===== config.mk =====
export PLATFORM = sky130hd
export DESIGN_NAME = if_fetch_stage
export DESIGN_NICKNAME = d
export VERILOG_FILES = /design/src/rtl/if_fetch_stage.sv
export SDC_FILE = /design/constraint.sdc
export NUM_CORES = 1
export LEC_CHECK = 0
export ABC_AREA = 0
export CORE_MARGIN = 5
export CORE_UTILIZATION = 40
export DETAILED_ROUTE_END_ITERATION = 8
export GPL_TIMING_DRIVEN = 0
export PLACE_DENSITY = 0.83
export SLEW_MARGIN = 30
export SYNTH_ARGS = -nofsm -noshare
export SYNTH_HDL_FRONTEND = slang
export SYNTH_SLANG_ARGS = --single-unit

===== constraint.sdc =====
create_clock -name clk -period 2.32 [get_ports clk]
set_input_delay 0.232 -clock clk [delete_from_list [all_inputs] [get_ports clk]]
set_output_delay 0.232 -clock clk [all_outputs]
set_load 0.02 [all_outputs]

===== src/rtl/if_fetch_stage.sv =====
// rtl/if_fetch_stage.sv - instruction fetch stage feeding the IF/ID register (optional prefetch: IF_PREFETCH_EN)
module if_fetch_stage #(
  parameter int              PC_W     = 8,
  parameter logic [PC_W-1:0] RESET_PC = '0
) (
  input  logic            clk,
  input  logic            rst,
  output logic            imem_req,
  output logic [PC_W-1:0] imem_addr,
  input  logic [15:0]     imem_rdata,
  input  logic            imem_ready,
  input  logic            stall,
  input  logic            branch_taken,
  input  logic [PC_W-1:0] branch_target,
  output logic [4:0]      inst_opcode,
  output logic [2:0]      inst_rd_addr,
  output logic [3:0]      inst_r1_addr,
  output logic [3:0]      inst_r2_addr,
  output logic            inst_valid,
  output logic [PC_W-1:0] pc_out
);

  localparam logic [4:0] NOP_OPCODE = 5'h1f;

  logic [PC_W-1:0] pc;

`ifdef IF_PREFETCH_EN
  typedef enum logic {FETCH, HOLD} state_t;
  state_t          state;
  logic [15:0]     hold_inst;
  logic [PC_W-1:0] hold_pc;

  // Prefetch keeps requesting through a stall; a buffered word blocks new requests.
  assign imem_req = !rst && (state == FETCH) && !branch_taken;
`else
  assign imem_req = !rst && !stall && !branch_taken;
`endif

  assign imem_addr = pc;

  always_ff @(posedge clk) begin
    if (rst) begin
      pc           <= RESET_PC;
      inst_opcode  <= NOP_OPCODE;
      inst_rd_addr <= '0;
      inst_r1_addr <= '0;
      inst_r2_addr <= '0;
      inst_valid   <= 1'b0;
      pc_out       <= '0;
`ifdef IF_PREFETCH_EN
      state        <= FETCH;
      hold_inst    <= '0;
      hold_pc      <= '0;
`endif
    end else begin
      inst_opcode  <= NOP_OPCODE;
      inst_rd_addr <= '0;
      inst_r1_addr <= '0;
      inst_r2_addr <= '0;
      inst_valid   <= 1'b0;
      pc_out       <= '0;
      if (branch_taken) begin
        pc <= branch_target;
`ifdef IF_PREFETCH_EN
        state     <= FETCH;
        hold_inst <= '0;
        hold_pc   <= '0;
`endif
      end else if (imem_req && imem_ready && !stall) begin
        // Field layout of the instruction word matches the output concatenation.
        {inst_opcode, inst_rd_addr, inst_r1_addr, inst_r2_addr} <= imem_rdata;
        inst_valid <= 1'b1;
        pc_out     <= pc;
        pc         <= pc + 1'b1;
`ifdef IF_PREFETCH_EN
      end else if (imem_req && imem_ready && stall) begin
        hold_inst <= imem_rdata;
        hold_pc   <= pc;
        pc        <= pc + 1'b1;
        state     <= HOLD;
      end else if ((state == HOLD) && !stall) begin
        {inst_opcode, inst_rd_addr, inst_r1_addr, inst_r2_addr} <= hold_inst;
        inst_valid <= 1'b1;
        pc_out     <= hold_pc;
        state      <= FETCH;
`endif
      end
    end
  end

endmodule

==> results of run 1 <==
## report_power, final
part	leakage [nW]	internal, W	switching [W]	total (W)
logic	0.456	0.0000916	0.0000671	0.000159
registers	0.269	0.000583	0.0000149	0.000598
clock network	0.0413	0.000176	0.000180	0.000355
## synthesized netlist by cell type, types with 2 or more instances
| master | instances | share of area |
|---|---|---|
| dfxtp_1 | 33 | 0.58 |
| a311oi_1 | 3 | 0.023 |
| or3_1 | 2 | 0.011 |
| o21bai_1 | 3 | 0.020 |
| a31oi_1 | 2 | 0.011 |
| nor2b_1 | 2 | 0.011 |
| nand3_1 | 2 | 0.0088 |
| nand4_1 | 2 | 0.011 |
| clkbuf_1 | 7 | 0.023 |
| xnor2_1 | 2 | 0.015 |
| o21ai_0 | 3 | 0.013 |
| and3_1 | 19 | 0.10 |
| inv_1 | 4 | 0.013 |
| a211oi_1 | 2 | 0.013 |
| nand2b_1 | 5 | 0.027 |
| nand2_1 | 2 | 0.0066 |
| nor2_1 | 4 | 0.013 |
## repair_timing
item                       CTS  global route
pin swaps                    0             0
setup endpoints to repair    1             1
gates resized for setup      1             2
## area by class of cell
type,instances,area [um2]
plain buffers,6,26.3
clock buffers,7,65.1
clock inverters,1,5.00
fillers,235,885
inverters,4,15.0
multi-input cells,66,442
flip-flops and latches,33,661
well taps,31,38.8
repair buffers,62,621
## worst max-delay path, stage by stage
cell             delay [ns]
clkdlybuf4s50_1        0.51
nor3_1                 0.27
clkbuf_4               0.28
clkdlybuf4s50_1        0.63
## state kept, by name (all words and copies together) (netlist names)
register and flops:
inst_rd_addr 3, inst_r2_addr 4, inst_r1_addr 4, pc_out 8, inst_valid 1, inst_opcode 5
imem_addr 8
## through the flow
| stage | worst slack, ns | setup TNS (ns) | cells | hold WS, ns |
|---|---|---|---|---|
| after global placement | -0.172 | -0.172 | 203 | 0.509 |
| after detailed placement | -0.219 | -0.219 | 203 | 0.511 |
| after CTS | 0.105 | 0 | 210 | 0.458 |
| final | 0.158 | 0 | 210 | 0.467 |
| after floorplan | 0.874 | 0 | 110 | 0.333 |
| after global routing | 0.0392 | 0 | 210 | 0.449 |
## final timing paths
check,start,to,cells after the start
setup / recovery,stall,imem_req,4
hold / removal,imem_rdata[14],inst_opcode[3],2
setup reg to reg,imem_addr[0],imem_addr[4],4
hold reg to reg,imem_addr[6],pc_out[6],1
## kinds of logic after synthesis
family,share of synthesized area
AOI/OAI and AO/OA,0.103
adders and majority gates,0.0109
xor gates and xnor gates,0.0153
buffers and inverters,0.0361
and+or+nand+nor,0.257
DFF,0.578
## cell usage in the layout (no fill, tap or decap), drive strengths merged, types with 3 or more instances in the layout
master         count
o21ai              3
dfxtp             33
and3              19
nand2b             5
nor2               4
clkdlybuf4s50     62
clkbuf            13
o21bai             3
a311oi             3
inv                4
## metal layers
metal | share of wire | routed length, um | vias up
li1 | - | - | 526
met1 | 0.43 | 1340 | 499
met2 | 0.47 | 1470 | 55
met3 | 0.088 | 274 | 4
met4 | 0.0077 | 24 | 0
met5 | 0 | 0 | -
==> impl_table.tex, run 1 <==
\begin{tabular}{lr}
\hline
Metric & Value \\
\hline
\multicolumn{2}{l}{\textbf{Run status}} \\
Result of the run & finished, final reports clean \\
\multicolumn{2}{l}{\textbf{GRT}} \\
Pin count of the biggest net entering global routing & 20 \\
Number of global-route vias before repair & about 1,100 \\
Final global-route overflow total & 0 \\
Overall fraction of global-route tracks in use & 0.166 \\
Met1 track demand over resource in global routing & 0.192 \\
Routing usage on met3 & 0.0870 \\
Antenna violations before repair & 0 \\
Global-route wire length before repair & between 5000 and 6000 um \\
Routing usage on met2 & 0.268 \\
Busiest grt layer & met2 \\
\multicolumn{2}{l}{\textbf{Placed design}} \\
Number of buffers added on ports & 62 \\
Total cell area at the placement stage & 1800 um2 \\
Dpl hpwl & approximately 2400 um \\
Routability-driven placement congestion ratio & around 0.84 \\
\multicolumn{2}{l}{\textbf{Power}} \\
Max IR drop VDD & around 0.61 mV \\
P\_leak & about 0.77 nW \\
Overall power of the completed layout & between 0.001 and 0.0015 W \\
Power per cell area & 593 nW/um2 \\
\multicolumn{2}{l}{\textbf{Floorplanning}} \\
X dimension of the die & around 63 um \\
Boundary pin count & 63 \\
Area of the core & about 2800 um2 \\
Initial Util & 0.415 \\
Placement Rows & 19 \\
Die area & 4030 um2 \\
DIE HEIGHT & around 63 um \\
\multicolumn{2}{l}{\textbf{Worst setup path}} \\
Worst setup slack for register-to-register paths & 0.83 ns \\
Critical Path Sink Type & primary output \\
Category of the worst setup path launch point & input port \\
Critical path arrival & a little under 2 ns \\
Crit-path max FO & 19 \\
Type of the worst setup path & input port to primary output \\
Data required time at the worst endpoint & 2.09 ns \\
\multicolumn{2}{l}{\textbf{STA}} \\
Relative max-transition margin & 0.698 \\
Tmin final & $\sim$2.2 ns \\
Final setup violating endpoints & 0 \\
Fmax & 462 MHz \\
Number of endpoints with negative hold slack in the final report & 0 \\
Worst setup skew after layout & $\sim$0.0025 ns \\
Max-slew violation count & 0 \\
Final worst-path cycle share & 0.932 \\
Worst slew pin tran & roughly 0.45 ns \\
Unrepaired setup endpoints after global routing & no \\
\multicolumn{2}{l}{\textbf{Clock network}} \\
Number of buffers created by CTS & 5 \\
CTS Root Buffer Type & clkbuf\_4 \\
Sink Count & 33 \\
CTS tree & done \\
Clock insertion delay at the later pin of the skew report & between 0.3 and 0.4 ns \\
H-Tree Level Count & 2 \\
Maximum count of clock buffers along a single path & 2 \\
Setup Fix Bufs, Post-CTS & 0 \\
Post-CTS clock slew at the launch and capture registers of the worst setup and hold paths & around 0.090 ns \\
CTS Hold Buffers Added & 0 \\
\multicolumn{2}{l}{\textbf{Layout}} \\
Final instance area & around 1900 um2 \\
Net count of the finished layout & roughly 210 \\
Fraction of final layout cells with drive strength greater than 1 & 0.0615 \\
Diode count & 0 \\
Area Growth Syn to Fin & 63.8\% \\
Post-route core utilization & 0.679 \\
\multicolumn{2}{l}{\textbf{Logic synthesis}} \\
Synthesized instance count & 110 \\
Most used DFF post-synth & dfxtp\_1 \\
Number of enable flip-flop cells after synthesis & 0 \\
Sequential share of the synthesized area & 0.578 \\
Register bit count reported by yosys & 33 \\
Fraction of registers with async set or reset after synthesis & 0 \\
Total of warnings raised by yosys & 0 \\
Syn\_nets & 140 \\
Mean instance size in the synthesized netlist & 10.4 um2 \\
Count of distinct cell types in the synthesized netlist & 30 \\
Cell area after technology mapping & about 1100 um2 \\
\multicolumn{2}{l}{\textbf{Drt}} \\
Vias/cell & approximately 5.2 \\
Total detailed-routing wirelength & about 3100 um \\
DRC violation total after the first TritonRoute iteration & just over 50 \\
Average wire length per cell after detail routing & roughly 15 um \\
Detailed-route DRC error count & 0 \\
Post-detailed-route count of antenna-violating nets & 0 \\
Total number of vias & roughly 1,100 \\
Detailed-router iteration count before antenna repair & 4 \\
\multicolumn{2}{l}{\textbf{Flow run}} \\
Number of maximum-capacitance violations & 0 \\
\multicolumn{2}{l}{\textbf{Hold path}} \\
Type of the worst min-delay path & input port to register \\
\hline
\end{tabular}
Power figures use the tool's default switching activity.
==> run 2, diff against run 1 <==
- SLEW_MARGIN: 30 -> unset
==> results of run 2 <==
The final DEF is identical to that of run 1; final timing and power are the same.
